**config.mk**
```make
export PLATFORM = sky130hd
export DESIGN_NAME = dm_store_resp_flat
export DESIGN_NICKNAME = d
export VERILOG_FILES = /design/src/rtl/dm_store_resp_if.sv /design/src/rtl/dm_store_resp.sv /design/src/flat_wrapper.sv
export SDC_FILE = /design/constraint.sdc
export NUM_CORES = 1
export LEC_CHECK = 0
export ABC_AREA = 0
export CAP_MARGIN = 20
export CORE_ASPECT_RATIO = 1.5
export CORE_UTILIZATION = 55
export DETAILED_ROUTE_END_ITERATION = 6
export PLACE_DENSITY_LB_ADDON = 0.15
export SYNTH_ARGS = -nofsm -noshare
export SYNTH_HDL_FRONTEND = slang
export SYNTH_SLANG_ARGS = --single-unit
```
**constraint.sdc**
```tcl
create_clock -name clk -period 5.1 [get_ports clk]
set_clock_uncertainty 0.2 [all_clocks]
set_input_delay 0.51 -clock clk [delete_from_list [all_inputs] [get_ports clk]]
set_output_delay 0.51 -clock clk [all_outputs]
set_load 0.01 [all_outputs]
```
**src/rtl/dm_store_resp_if.sv**
```systemverilog
// dm_store_resp_if: CPU data-port and backing-SRAM signals of dm_store_resp.
interface dm_store_resp_if #(
  parameter int unsigned ADDR_W = 12
);
  logic [31:0]       m_data_addr;
  logic [31:0]       m_data_wdata;
  logic [3:0]        m_data_byteen;
  logic              m_data_ren;
  logic [31:0]       m_data_rdata;
  logic              m_stall;
  logic              sram_req;
  logic              sram_we;
  logic [ADDR_W-1:0] sram_addr;
  logic [31:0]       sram_wdata;
  logic [3:0]        sram_be;
  logic              sram_gnt;
  logic              sram_rvalid;
  logic [31:0]       sram_rdata;
  logic              stb_empty;

  modport slave (
    input  m_data_addr, m_data_wdata, m_data_byteen, m_data_ren,
    input  sram_gnt, sram_rvalid, sram_rdata,
    output m_data_rdata, m_stall, sram_req, sram_we, sram_addr, sram_wdata, sram_be, stb_empty
  );

  modport master (
    output m_data_addr, m_data_wdata, m_data_byteen, m_data_ren,
    output sram_gnt, sram_rvalid, sram_rdata,
    input  m_data_rdata, m_stall, sram_req, sram_we, sram_addr, sram_wdata, sram_be, stb_empty
  );
endinterface

```
**src/rtl/dm_store_resp.sv**
```systemverilog
// dm_store_resp: data-port responder with a background-drained store buffer and a load FSM.
// Optional store merging into the tail-most entry is enabled by defining DM_STB_MERGE_EN.
module dm_store_resp #(
  parameter int unsigned DEPTH  = 4,
  parameter int unsigned ADDR_W = 12
) (
  input logic            clk,
  input logic            reset,
  dm_store_resp_if.slave bus
);
  localparam int unsigned PTR_W = (DEPTH > 1) ? $clog2(DEPTH) : 1;
  localparam int unsigned CNT_W = PTR_W + 1;

  typedef enum logic [1:0] {IDLE, RD_WAIT, RD_DONE} rd_state_e;

  typedef struct packed {
    logic [ADDR_W-1:0] addr;
    logic [31:0]       data;
    logic [3:0]        be;
  } stb_entry_t;

  rd_state_e         state_q, state_d;
  stb_entry_t        stb_q [DEPTH];
  logic [PTR_W-1:0]  head_q, tail_q;
  logic [CNT_W-1:0]  count_q, count_d;
  logic [31:0]       rdata_q;
  logic              empty_q;

  logic [ADDR_W-1:0] waddr_c;
  logic              store_req_c, full_c, nonempty_c, hazard_c;
  logic              rd_issue_c, pop_c, push_c, merge_c;
  logic              unused_c;

  assign waddr_c     = bus.m_data_addr[ADDR_W+1:2];
  assign unused_c    = ^{bus.m_data_addr[31:ADDR_W+2], bus.m_data_addr[1:0]};
  assign store_req_c = |bus.m_data_byteen;
  assign full_c      = (count_q == CNT_W'(DEPTH));
  assign nonempty_c  = (count_q != '0);

  // Load hazard: any valid entry (offset from head below count) holds the load's word
  always_comb begin
    hazard_c = 1'b0;
    for (int unsigned i = 0; i < DEPTH; i++) begin
      if ((CNT_W'(PTR_W'(PTR_W'(i) - head_q)) < count_q) && (stb_q[PTR_W'(i)].addr == waddr_c))
        hazard_c = 1'b1;
    end
  end

  // Read FSM next state and SRAM port arbitration: an issuing read beats the drain
  always_comb begin
    state_d        = state_q;
    rd_issue_c     = 1'b0;
    pop_c          = 1'b0;
    bus.sram_req   = 1'b0;
    bus.sram_we    = 1'b1;
    bus.sram_addr  = stb_q[head_q].addr;
    bus.sram_wdata = stb_q[head_q].data;
    bus.sram_be    = stb_q[head_q].be;
    case (state_q)
      IDLE: begin
        if (bus.m_data_ren && !hazard_c) begin
          rd_issue_c    = 1'b1;
          bus.sram_req  = 1'b1;
          bus.sram_we   = 1'b0;
          bus.sram_addr = waddr_c;
          bus.sram_be   = 4'hF;
          if (bus.sram_gnt) state_d = RD_WAIT;
        end else if (nonempty_c) begin
          bus.sram_req = 1'b1;
          pop_c        = bus.sram_gnt;
        end
      end
      RD_WAIT: if (bus.sram_rvalid) state_d = RD_DONE;
      RD_DONE: state_d = IDLE;
      default: state_d = IDLE;
    endcase
  end

`ifdef DM_STB_MERGE_EN
  logic [PTR_W-1:0] last_c;
  logic             merge_do_c;
  assign last_c     = tail_q - PTR_W'(1);
  // The tail-most entry cannot absorb a store if it is the head leaving this cycle
  assign merge_c    = store_req_c && nonempty_c && (stb_q[last_c].addr == waddr_c)
                      && !(pop_c && (count_q == CNT_W'(1)));
  assign merge_do_c = merge_c && !bus.m_stall;
`else
  assign merge_c = 1'b0;
`endif

  assign bus.m_stall      = (bus.m_data_ren && (state_q != RD_DONE)) || (store_req_c && full_c && !merge_c);
  assign push_c           = store_req_c && !bus.m_stall && !merge_c;
  assign count_d          = count_q + CNT_W'(push_c) - CNT_W'(pop_c);
  assign bus.m_data_rdata = rdata_q;
  assign bus.stb_empty    = empty_q;

  always_ff @(posedge clk) begin
    if (!reset) state_q <= IDLE;
    else        state_q <= state_d;
  end

  always_ff @(posedge clk) begin
    if (!reset) begin
      head_q  <= '0;
      tail_q  <= '0;
      count_q <= '0;
      empty_q <= 1'b1;
      rdata_q <= '0;
    end else begin
      if (push_c) tail_q <= tail_q + PTR_W'(1);
      if (pop_c)  head_q <= head_q + PTR_W'(1);
      count_q <= count_d;
      empty_q <= (count_d == '0);
      if ((state_q == RD_WAIT) && bus.sram_rvalid) rdata_q <= bus.sram_rdata;
    end
  end

  // Entry payloads need no reset: validity is carried by head/count
  always_ff @(posedge clk) begin
    if (push_c) begin
      stb_q[tail_q] <= '{addr: waddr_c, data: bus.m_data_wdata, be: bus.m_data_byteen};
    end
`ifdef DM_STB_MERGE_EN
    else if (merge_do_c) begin
      for (int unsigned b = 0; b < 4; b++) begin
        if (bus.m_data_byteen[b]) stb_q[last_c].data[8*b +: 8] <= bus.m_data_wdata[8*b +: 8];
      end
      stb_q[last_c].be <= stb_q[last_c].be | bus.m_data_byteen;
    end
`endif
  end
endmodule

```
**src/flat_wrapper.sv**
```systemverilog
// flat-port wrapper written by rule: the top's interface ports become plain ports
module dm_store_resp_flat 
#(
  parameter int unsigned DEPTH  = 4,
  parameter int unsigned ADDR_W = 12
)
  (clk, reset, bus_m_data_addr, bus_m_data_wdata, bus_m_data_byteen, bus_m_data_ren, bus_sram_gnt, bus_sram_rvalid, bus_sram_rdata, bus_m_data_rdata, bus_m_stall, bus_sram_req, bus_sram_we, bus_sram_addr, bus_sram_wdata, bus_sram_be, bus_stb_empty);
  dm_store_resp_if #(.ADDR_W(ADDR_W)) bus_i ();
  input logic clk;
  input logic reset;
  input wire logic [$bits(bus_i.m_data_addr)-1:0] bus_m_data_addr;
  input wire logic [$bits(bus_i.m_data_wdata)-1:0] bus_m_data_wdata;
  input wire logic [$bits(bus_i.m_data_byteen)-1:0] bus_m_data_byteen;
  input wire logic [$bits(bus_i.m_data_ren)-1:0] bus_m_data_ren;
  input wire logic [$bits(bus_i.sram_gnt)-1:0] bus_sram_gnt;
  input wire logic [$bits(bus_i.sram_rvalid)-1:0] bus_sram_rvalid;
  input wire logic [$bits(bus_i.sram_rdata)-1:0] bus_sram_rdata;
  output wire logic [$bits(bus_i.m_data_rdata)-1:0] bus_m_data_rdata;
  output wire logic [$bits(bus_i.m_stall)-1:0] bus_m_stall;
  output wire logic [$bits(bus_i.sram_req)-1:0] bus_sram_req;
  output wire logic [$bits(bus_i.sram_we)-1:0] bus_sram_we;
  output wire logic [$bits(bus_i.sram_addr)-1:0] bus_sram_addr;
  output wire logic [$bits(bus_i.sram_wdata)-1:0] bus_sram_wdata;
  output wire logic [$bits(bus_i.sram_be)-1:0] bus_sram_be;
  output wire logic [$bits(bus_i.stb_empty)-1:0] bus_stb_empty;
  assign bus_i.m_data_addr = bus_m_data_addr;
  assign bus_i.m_data_wdata = bus_m_data_wdata;
  assign bus_i.m_data_byteen = bus_m_data_byteen;
  assign bus_i.m_data_ren = bus_m_data_ren;
  assign bus_i.sram_gnt = bus_sram_gnt;
  assign bus_i.sram_rvalid = bus_sram_rvalid;
  assign bus_i.sram_rdata = bus_sram_rdata;
  assign bus_m_data_rdata = bus_i.m_data_rdata;
  assign bus_m_stall = bus_i.m_stall;
  assign bus_sram_req = bus_i.sram_req;
  assign bus_sram_we = bus_i.sram_we;
  assign bus_sram_addr = bus_i.sram_addr;
  assign bus_sram_wdata = bus_i.sram_wdata;
  assign bus_sram_be = bus_i.sram_be;
  assign bus_stb_empty = bus_i.stb_empty;
  dm_store_resp #(.DEPTH(DEPTH), .ADDR_W(ADDR_W)) u_core (.clk(clk), .reset(reset), .bus(bus_i));
endmodule
```
# ---- Yosys cells after proc, flatten, opt, wreduce, memory -nomap -nowiden
# Memories as Yosys holds them, arrays and structs flattened. A register that Yosys moved wholly into a read port is not among the register bits.
# Index checks and enable logic that the tools add are counted.
dict set report op_classes {
  reduce_logical 17
  n_addsub 8
  n_lt_le_gt_ge 4
  muxes 24
  n_eq_ne 10
}
# op n
set op_table {}
lappend op_table {{equality test 12 bit} 4}
lappend op_table {{two-way mux 12 bit} 2}
lappend op_table {{two-way mux 1 bit} 14}
lappend op_table {{less-than comparator 2 x 3 -> 1 bit} 4}
lappend op_table {{two-way mux 2 bit} 5}
lappend op_table {{logical AND 1 bit} 9}
lappend op_table {{two-way mux 4 bit} 2}
lappend op_table {{!= test 2 bit (second input constant)} 3}
lappend op_table {{adder 2 x 1 -> 2 bit (second input constant)} 2}
lappend op_table {{case mux 2 bit (2 select lines)} 1}
lappend op_table {{OR reduction 4 bit} 1}
lappend op_table {{subtractor 1 x 2 -> 2 bit (first input constant)} 2}
lappend op_table {{subtractor 2 bit (first input constant)} 2}
lappend op_table {{adder 3 x 1 -> 3 bit} 1}
lappend op_table {{equality test 3 bit (second input constant)} 1}
lappend op_table {{zero test 3 bit} 1}
lappend op_table {{AND reduction 3 bit} 1}
lappend op_table {{nonzero test 3 bit} 1}
lappend op_table {{subtractor 3 x 1 -> 3 bit} 1}
lappend op_table {{equality test 2 x 1 -> 1 bit (second input constant)} 1}
lappend op_table {{zero test 1 bit} 2}
lappend op_table {{zero test 2 bit} 1}
lappend op_table {{!= test 2 x 1 -> 1 bit (second input constant)} 1}
lappend op_table {{logical OR 1 bit} 1}
dict set report word_totals {
  output_inout_bits 84
  input_bits 105
  word_cells 70
  reg_bits 42
  n_memories 1
  ram_bits 192
}
# name words width rd rd_ports_with_merged_regs write_ports line_no
set mem_list {}
lappend mem_list {u_core.stb_q 4 48 5 1 1 dm_store_resp.sv:23} ;# stb_entry_t stb_q [DEPTH];

# ---- Logic depth before layout (Yosys ltp)
# Gate-level depths: netlist of run 1.
dict set report logic_depth {
  depth_word 13
  mapped_depth 18
  ltp_nobuf 17
}

# ---- Least setup slack after synthesis of run 1
# No wires, ideal clock.
dict set report synth_path {
  path_type {input port to flip-flop}
  startpoint {input bus_m_data_byteen[1]}
  endpoint {memory u_core.stb_q[0][0] in the netlist's numbering, enable pin}
  stages 5
  slack_ns 1.697
  setup_time_ns 0.410
  t_arrival_ns 2.793
  cell_sequence {or4_1 > a32o_1 > nor2b_1 > buf_2 > and2_1}
}
dict set report synth_via {
  elab_chain_cells 7
}
# item line_no
set synth_lines {}
lappend synth_lines {{start, declared} flat_wrapper.sv:13} ;# input wire logic [$bits(bus_i.m_data_byteen)-1:0] bus_m_data_byteen;
lappend synth_lines {{OR reduction 4 bit} dm_store_resp.sv:36} ;# assign store_req_c = |bus.m_data_byteen;
lappend synth_lines {{logical AND 1 bit} dm_store_resp.sv:91} ;# assign bus.m_stall = (bus.m_data_ren && (state_q != RD_DONE)) || (store_req_c && full_c && !merge_c);
lappend synth_lines {{logical OR 1 bit} dm_store_resp.sv:91}
lappend synth_lines {{net bus_m_stall} flat_wrapper.sv:19} ;# output wire logic [$bits(bus_i.m_stall)-1:0] bus_m_stall;
lappend synth_lines {{zero test 1 bit} dm_store_resp.sv:92} ;# assign push_c = store_req_c && !bus.m_stall && !merge_c;
lappend synth_lines {{logical AND 1 bit} dm_store_resp.sv:92}
lappend synth_lines {{net u_core.push_c} dm_store_resp.sv:31} ;# logic rd_issue_c, pop_c, push_c, merge_c;
lappend synth_lines {{two-way mux 1 bit} dm_store_resp.sv:120} ;# if (push_c) begin
lappend synth_lines {{two-way mux 1 bit (not written as such)} dm_store_resp.sv:121} ;# stb_q[tail_q] <= '{addr: waddr_c, data: bus.m_data_wdata, be: bus.m_data_byteen};
lappend synth_lines {{end, declared} dm_store_resp.sv:23}
# The timed path passes the listed nets, and every way through them passes these cells.

# ---- Worst setup path in the final report of run 1
dict set report layout_path {
  startpoint {input bus_m_data_addr[7]}
  endpoint {output bus_sram_addr[2]}
}
dict set report layout_via {
  elab_chain_cells 10
  word_cells_on_any_way 16
  classes_between {eq/ne: 4; mux: 6; reduce/logical: 6}
}
# item line_no
set layout_lines {}
lappend layout_lines {{start, declared} flat_wrapper.sv:11} ;# input wire logic [$bits(bus_i.m_data_addr)-1:0] bus_m_data_addr;
lappend layout_lines {{equality test 12 bit} dm_store_resp.sv:44} ;# if ((CNT_W'(PTR_W'(PTR_W'(i) - head_q)) < count_q) && (stb_q[PTR_W'(i)].addr == waddr_c))
lappend layout_lines {{logical AND 1 bit} dm_store_resp.sv:44}
lappend layout_lines {{two-way mux 1 bit (3 in a row)} dm_store_resp.sv:44}
lappend layout_lines {{two-way mux 1 bit *} dm_store_resp.sv:44}
lappend layout_lines {{zero test 1 bit *} dm_store_resp.sv:61} ;# if (bus.m_data_ren && !hazard_c) begin
lappend layout_lines {{logical AND 1 bit *} dm_store_resp.sv:61}
lappend layout_lines {{two-way mux 12 bit *} dm_store_resp.sv:61}
lappend layout_lines {{two-way mux 12 bit *} dm_store_resp.sv:59} ;# case (state_q)
lappend layout_lines {{end, declared} flat_wrapper.sv:22} ;# output wire logic [$bits(bus_i.sram_addr)-1:0] bus_sram_addr;
# Every way passes the cells marked *; elsewhere a longest branch is shown, timed or not.

==> impl_results.md, run 1 <==
* Warnings from Yosys at 0
* Largest net degree at the start of global routing at 49
* Area leader, netlist: edfxtp_1
* Reg2reg path depth at 16
* Row count at 59
* Cell Pwr Density at 425 nW/um^2
* CORE AREA at 17300 um^2
* Vias in the first global route at 5717
* Async set or reset register ratio after synthesis at 0%
* Actual slew at the worst max-slew pin at 997 ps
* Setup crit start kind: input pin
* Final Hold Viols at 0
* Initial antenna violation count at 0
* Status: completed
* Class of the worst hold path: reg2reg
* H-tree level count at 1
* Hold depth at 2
* Compound-cell area share of the yosys netlist at under 10%
* Crit path DAT at 3510 ps
* DRT iter0 DRCs at 219
* Area of the die at approximately 18000 um^2
* Simple-gate share of the synthesized area at 6.29%
* RSZ-0062 raised after global routing: false
* Number of antenna diodes at 0
* Post-CTS Hold Buffers at 0
* Slew Viols, Final at 0
* Dpl hpwl at 12.7 mm
* TritonCTS buffer count at 22
* Initial Util at 55.9%
* Layout cell share with drive strength beyond 1 at 15.5%
* Pre-antenna DRT Iters at 5
* Clock sink count at 236
* Worst setup EP type: output pin
* CTS tree: built
* Cell area after synthesis at 9650 um^2
* Relative slew slack at 33.5%
* Via density at 5.61
* Chip width at 110 um
* Routed WL at 19.4 mm
* #FFs+latches synth at 236
* Minimum clock period at between 4000 and 5000 ps
* Drt drc at 0
* Fin crit share at 82.7%
* Setup-failing EPs final at 0
* DP Worst Slack at ~700 ps
* Util after Layout at a little under three quarters
* Total track usage at 21.9%
* Root Buffer: clkbuf_16
* Setup Fix Bufs, Post-CTS at 0
* Commonest cells post-synth: edfxtp_1 (192), nand2_1 (73), mux4_2 (48), dfxtp_1 (44), a21oi_1 (38)
* Dominant cells by area after synthesis: edfxtp_1 (60%), mux4_2 (11%), dfxtp_1 (9.1%)
* Final hold slack at 257 ps
* Gr ovfl total at 0
* Largest family of logic cells by synthesized area: multiplexers
* Critical path class: in2out
* First-pass GRT wire length at 29.4 mm
* Layout area overhead at 26.8%
* Maxcap violations at 0
* Drt wl/cell at 19.8 um
* Worst-Skew Late Latency at 500 ps
* P_leak at 4.02 nW
* Synth top area share at about three fifths
* PostCTS Resize Cnt at 0
* Max Fclk at 237 MHz
* Number of enable flip-flop cells after synthesis at 192
* Post-synthesis mux area share at 12.9%
* Syn_nets at 700
* Worst setup margin at 880 ps
* Number of antenna-violating nets in the routed design at 0
* Sequential share of the synthesized area at about 69%
* Reg2Reg Setup Slack at 1430 ps
* Vias at 5478
* Synth unique cells at 45
* Nets at 865
* IO buf count at 168
* CTS clock-pin slew for the worst setup and hold paths at 60 ps
* Synth Instances at between 500 and 600
* Worst Path Max Fanout at 14
* Most used DFF post-synth: edfxtp_1
* Routability cong. at 0.780
* Top-level I/O count at 189
* Cell with the most instances after synthesis: edfxtp_1
* Setup TNS at 0 ps
* Syn Area/Cell at 16.5 um^2
* CP required at between 4000 and 5000 ps
* Die Height at around 160 um
* Adder-Cell Fraction of Synth Area at 1.50%
* Synth Area in XOR/XNOR at approximately 4.7%
* VDD IR-drop max at between 0.3 and 0.4 mV
* Maximum clock insertion buffer count at 3
[layout by cell type, fill, tap and decap left out, types with 8 or more instances in the layout]
cell / netlist / layout
a21oi_1: 38 / 38
clkbuf_16: 0 / 22
clkdlybuf4s50_1: 0 / 168
dfxtp_1: 44 / 42
edfxtp_1: 192 / 192
ha_1: 10 / 10
inv_1: 10 / 10
mux2_4: 8 / 8
mux4_2: 48 / 48
nand2_1: 73 / 73
nand4_1: 8 / 8
nor2_1: 11 / 11
nor4_1: 8 / 8
xnor2_1: 23 / 23
xor2_1: 29 / 29
[worst paths after layout]
kind	start	endpoint
worst min register to register	u_core.bus.m_data_rdata[14]$_SDFFE_PN0P_	u_core.bus.m_data_rdata[14]$_SDFFE_PN0P_
worst min-delay path	u_core.bus.m_data_rdata[14]$_SDFFE_PN0P_	u_core.bus.m_data_rdata[14]$_SDFFE_PN0P_
worst max register to register	u_core.head_q[0]$_SDFFE_PN0P_	u_core.bus.stb_empty$_SDFF_PN1_
worst max-delay path	bus_m_data_addr[7]	bus_sram_addr[2]
[routing by layer]
metal / vias up / share of wire (%) / global-route usage [%]
met5: - / 0 / 0
met1: 2750 / 38 / 25.1
li1: 2535 / - / -
met4: 0 / 2.7 / 7.60
met3: 35 / 5.7 / 4.44
met2: 158 / 54 / 39.8
[cell type report]
| cell class | count | area [um^2] |
|---|---|---|
| fill | 1137 | 5030 |
| tap | 213 | 267 |
| timing repair buffer | 178 | 1860 |
| multi-input combinational | 300 | 2750 |
| sequential | 236 | 6650 |
| inverter | 11 | 46.3 |
| clock buffer | 26 | 566 |
| clock inverter | 12 | 97.6 |
[through the flow]
stage / cell area [um^2] / power (mW) / instances
finish: 12200 / 5.20 / 976
global route: 12200 / 5.43 / 976
CTS: 12200 / 5.24 / 974
detailed placement: 11500 / 3.73 / 936
global placement: 11500 / 3.68 / 934
floorplan: 9650 / 3.16 / 584
[where the power goes]
group          switching, mW  leakage [nW]  total [mW]  internal (mW)
combinational          0.568          1.58        1.28          0.708
clock                  0.670         0.321        1.52          0.847
sequential             0.105          2.12        2.41           2.30
total                   1.34          4.02        5.20           3.86
[state kept, by name, summed over array words and instances (netlist names), named ones only]
name and flops:
u_core.tail_q 2, u_core.state_q 2, u_core.bus.m_data_rdata 32, u_core.stb_q 192, u_core.head_q 2, u_core.count_q 3, u_core.bus.stb_empty 1
[cell families after synthesis]
group | Yosys count
flops | 236
simple gates | 128
xor+xnor | 52
compound gates | 49
buf+inv | 48
mux | 60
fa+ha+maj | 11
[worst max-delay path, cell delays in order]
cell             delay [ps]
clkdlybuf4s50_1         590
xnor2_1                 310
nand4_1                 230
o41ai_4                 540
nor3_2                   90
and3_4                  230
inv_6                   160
mux2_2                  360
clkdlybuf4s50_1         480
(Power assumes the default switching activity.)
==> inputs of run 2 (changes only) <==
CORE_UTILIZATION = 52   (was 55)
clock period = 3.9 ns   (was 5.1 ns; I/O delays follow)
==> run 2 against run 1 <==
Combinational power rose by 29%. Largest cell class unchanged. Utilization is 1.5 points lower. Sequential share of layout area shrank 1.3 points. Register-to-register slack got worse by 900 ps. Clock power up 37%. First-iteration DRC count shrank 4.1%. Sequential power is 32% higher. Non-clock buffer count increased by 24. Routed wire length grew 3.6%. Die area up 5.7%. Sequential cell count stayed put. Critical endpoint is now bus_sram_addr[1].
==> impl_results.md, run 2 (synthesis results as in run 1) <==
* Via density at 5.37
* Setup-failing EPs final at 0
* Vias in the first global route at 6069
* Commonest non-fill, non-tap cell in the layout: edfxtp_1
* Largest reg by FF count: u_core.stb_q
* Util after Layout at 69.3%
* Slew Viols, Final at 0
* Worst-Skew Late Latency at 500 ps
* Status: completed
* Number of antenna diodes at 0
* Layout area overhead at 30.0%
* Reg2Reg Setup Slack at 530 ps
* Number of antenna-violating nets in the routed design at 0
* # fillers at 1231
* RSZ-0062 raised after global routing: false
* Chip width at 113 um
* IO buf count at 168
* Critical path class: in2out
* First-pass GRT wire length at 31.7 mm
* CP startpoint: bus_m_data_addr[12]
* CTS tree: built
* Max Fclk at 268 MHz
* Post-route cell area at 12500 um^2
* Sw Ratio at 25.9%
* Sw Pwr at 1.79 mW
* Layout cell share with drive strength beyond 1 at 19.5%
* Relative slew slack at 51.6%
* Pre-antenna DRT Iters at 4
* Final Hold Viols at 0
* CORE AREA at between 15000 and 20000 um^2
* Multi-input gate area in the final layout at 2770 um^2
* Hold Path Origin: bus_m_data_addr[9]
* Largest net degree at the start of global routing at 46
* Met3 wire len at 1.06 mm
* Actual slew at the worst max-slew pin at roughly 730 ps
* Met1 WL at 7.55 mm
* Total track usage at 21.5%
* Crit path DAT at around 3200 ps
* Routed WL at between 20 and 25 mm
* Gr ovfl total at 0
* Internal cell power at ~5.1 mW
* Drt wl/cell at 19.4 um
* Initial antenna violation count at 0
* Sequential share of power at between 40 and 50%
* Area of the die at about 19000 um^2
* TritonCTS buffer count at 22
* Root Buffer: clkbuf_16
* CP required at 3310 ps
* DRT iter0 DRCs at 210
* Die Height at roughly 170 um
* Final hold slack at 52.5 ps
* CTS clock-pin slew for the worst setup and hold paths at 60 ps
* Clock share of power at 30.2%
* Maxcap violations at 0
* Post-CTS Hold Buffers at 0
* Dpl hpwl at 13.2 mm
* VDD IR-drop max at 0.414 mV
* Drt drc at 0
* Hold depth at 1
* Fin crit share at a little over nine tenths
* Combinational Power Share at 23.8%
* Maximum clock insertion buffer count at 3
* Worst Path Max Fanout at 14
* Setup crit start kind: input pin
* P_leak at between 4 and 5 nW
* Row count at 60
* H-tree level count at 1
* Most frequent cells in the layout: edfxtp_1 (192), clkdlybuf4s50_1 (167), nand2_1 (73)
* Cell Pwr Density at 552 nW/um^2
* R2R Path Start: u_core.count_q[1]$_SDFF_PN0_
* Reg2reg path depth at 17
* Clock sink count at 236
* Top sig layer: met4
* Worst setup EP type: output pin
* Routability cong. at about 0.8
* DP Area at 11700 um^2
* Met2 Routed Length at 11.2 mm
* Register Area at ~6700 um^2
* Minimum clock period at 3740 ps
* Initial Util at 53.3%
* Nets at 889
* Top-level I/O count at between 150 and 200
* Largest register FFs at 192
* Vias at 5573
* Class of the worst hold path: in2reg
==> run 2: final cells by class <==
cell class	count	area share (%)
clock buffers	27	5.13
clock inverters	13	0.658
inverters	11	0.389
multi-input cells	300	22.1
flip-flops and latches	236	53.1
well taps	248	2.47
repair buffers	202	16.2
==> run 2: metal layers <==
| layer | vias to the layer above | track usage [%] |
|---|---|---|
| met1 | 2818 | 24.9 |
| met3 | 23 | 4.01 |
| met5 | - | 0 |
| li1 | 2574 | - |
| met2 | 158 | 40.9 |
| met4 | 0 | 4.81 |
==> run 2: worst max-delay path: stages <==
cell and delay [ps]:
clkdlybuf4s50_1 450, buf_4 190, xnor2_1 200, nand4_1 220, o41ai_4 410, nor3_2 80
and3_4 210, inv_8 140, mux2_2 380, clkdlybuf4s50_1 480
==> run 2: repair_timing <==
| item | in CTS | in global routing |
|---|---|---|
| setup buffers | 1 | 0 |
| resized for setup | 2 | 5 |
| pin swaps | 1 | 1 |
| setup endpoints to repair | 4 | 16 |
==> run 2: path summary, 6_finish.rpt <==
| check | end |
|---|---|
| max | bus_sram_addr[1] |
| min reg2reg | u_core.bus.m_data_rdata[27]$_SDFFE_PN0P_ |
| max reg2reg | u_core.bus.stb_empty$_SDFF_PN1_ |
| min | u_core.stb_q[0][43]$_DFFE_PP_ |
==> run 2: stage by stage <==
step / setup TNS [ps] / power [mW] / cells / setup slack (ps)
after global placement: 0 / 4.85 / 993 / 2.53
after global routing: 0 / 7.24 / 1037 / 30.7
after floorplan: 0 / 4.13 / 584 / 617
after CTS: 0 / 6.99 / 1034 / 13.0
after detailed placement: -38.4 / 4.90 / 993 / -24.8
final: 0 / 6.93 / 1037 / 162
==> run 2: power by group through the flow <==
stage	sequential, mW	clock (mW)	combinational, mW
global route	3.22	2.23	1.78
global placement	3.23	0	1.62
CTS	3.20	2.13	1.66
floorplan	3.15	0	0.979
finish	3.19	2.09	1.65
detailed placement	3.25	0	1.65
==> inputs of run 3 (changes only) <==
CTS_BUF_LIST = sky130_fd_sc_hd__clkbuf_8 sky130_fd_sc_hd__clkbuf_16   (was default)
==> run 3 against run 2 <==
Combinational power barely moved. Clock power about the same. Count of clock-buffer cells in the layout fell by 1. Highest routed layer unchanged.
==> impl_results.md, run 3 (synthesis results as in run 1) <==
* Status: completed
* CTS clock-pin slew for the worst setup and hold paths at 60 ps
* Critical-path cell list: clkdlybuf4s50_1 -> buf_4 -> xnor2_1 -> nand4_1 -> o41ai_4 -> nor3_2 -> and3_4 -> inv_8 -> mux2_2 -> clkdlybuf4s50_1
* Initial Util at 53.3%
* H-tree level count at 1
* Met2 Routed Length at 11.2 mm
* Cells after DPL at 993
* Crit path DAT at 3150 ps
* Fin crit share at between 90% and 100%
* Top sig layer: met4
* Largest register FFs at 192
* Minimum clock period at 3740 ps
* Die Height at 169 um
* IO buf count at 168
* Critical path class: in2out
* DRT iter0 DRCs at 210
* Dpl hpwl at 13.2 mm
* Max Fclk at 268 MHz
* VDD IR-drop max at about 0.41 mV
* Routability cong. at 0.806
* Largest reg by FF count: u_core.stb_q
* Drt wl/cell at 19.4 um
* Final hold slack at 52.5 ps
* DP Area at 11700 um^2
* Slowest CP cell: clkdlybuf4s50_1
* Slew Viols, Final at 0
* Worst-Skew Late Latency at 500 ps
* Via density at 5.38
* CP required at 3310 ps
* Maxcap violations at 0
* Actual slew at the worst max-slew pin at 726 ps
* Maximum clock insertion buffer count at 3
* Final Hold Viols at 0
* Post-route cell area at ~13000 um^2
* Root Buffer: clkbuf_16
* Clock sink count at 236
* Met3 wire len at 1.05 mm
* Layout Cells excl Fill at 1037
* Relative slew slack at 51.6%
* Pre-antenna DRT Iters at 4
* Top-level I/O count at ~190
* Setup crit start kind: input pin
* Cell mode on critical path: clkdlybuf4s50_1
* Layout area overhead at 30.0%
* Chip width at approximately 110 um
* Number of antenna diodes at 0
* TritonCTS buffer count at 22
* Number of antenna-violating nets in the routed design at 0
* Gr ovfl total at 0
* Vias at 5578
* Setup-failing EPs final at 0
* Row count at 60
* Total track usage at 21.5%
* Area of the die at 19100 um^2
* CTS tree: built
* First-pass GRT wire length at 31.7 mm
* Drt drc at 0
* Met1 WL at 7.56 mm
* Nets at 889
* CORE AREA at around 18000 um^2
* RSZ-0062 raised after global routing: false
* Layout cell share with drive strength beyond 1 at roughly a fifth
* Vias in the first global route at between 6k and 7k
* Initial antenna violation count at 0
* Worst Path Max Fanout at 14
* Routed WL at 20.1 mm
* Most frequent cells in the layout: edfxtp_1 (192), clkdlybuf4s50_1 (167), nand2_1 (73)
* Class of the worst hold path: in2reg
* Worst setup EP type: output pin
* Largest net degree at the start of global routing at 46
* Largest stage delay on the critical path at 480 ps
* Post-CTS Hold Buffers at 0
* Commonest non-fill, non-tap cell in the layout: edfxtp_1
* Cell Pwr Density at 552 nW/um^2
* P_leak at 4.19 nW
-- run 3: path summary, 6_finish.rpt --
kind | slack, ps | start | to | cells past startpoint
setup / recovery | 160 | bus_m_data_addr[12] | bus_sram_addr[1] | 10
hold / removal | 50 | bus_m_data_addr[9] | u_core.stb_q[0][43]$_DFFE_PP_ | 1
setup reg to reg | 530 | u_core.count_q[1]$_SDFF_PN0_ | u_core.bus.stb_empty$_SDFF_PN1_ | 17
hold reg to reg | 250 | u_core.bus.m_data_rdata[27]$_SDFFE_PN0P_ | u_core.bus.m_data_rdata[27]$_SDFFE_PN0P_ | 2
-- run 3: stage by stage --
stage | setup WS (ps) | setup TNS (ps) | power, mW | utilization (%)
after floorplan | 617 | 0 | 4.13 | -
after global placement | 2.53 | 0 | 4.85 | 64.8
after detailed placement | -24.8 | -38.4 | 4.90 | 64.8
after CTS | 13.0 | 0 | 6.99 | 68.9
after global routing | 30.7 | 0 | 7.23 | 69.3
final | 162 | 0 | 6.92 | 69.3
-- run 3: final cells by class --
type	count	area, um^2
flip-flops and latches	236	6660
fillers	1231	5550
clock buffers	26	639
inverters	11	48.8
clock inverters	14	86.3
multi-input cells	300	2770
well taps	248	310
repair buffers	202	2040
-- run 3: worst max-delay path: cells and delay by family --
kind / cells / cell delay, ps
compound gates: 1 / 410
xor+xnor: 1 / 200
buf+inv: 4 / 1260
mux: 1 / 380
simple gates: 3 / 510
-- run 3: timing repair --
action,in CTS,in global routing
endpoints found under the setup margin,4,16
buffers inserted,1,0
pin swaps,1,1
endpoints found under the hold margin,0,0
resized for setup,2,5
-- run 3: report_power, final --
group          internal [mW]  leakage (nW)  switching (mW)
registers               3.01          2.12           0.180
logic                  0.939          1.71           0.707
clock network           1.18         0.363           0.905
total                   5.13          4.19            1.79
-- run 3: per-layer routing --
layer	global-route usage (%)	vias to the layer above
met3	4.01	23
met2	40.9	156
met1	24.9	2825
met4	4.81	0
li1	-	2574
met5	0	-
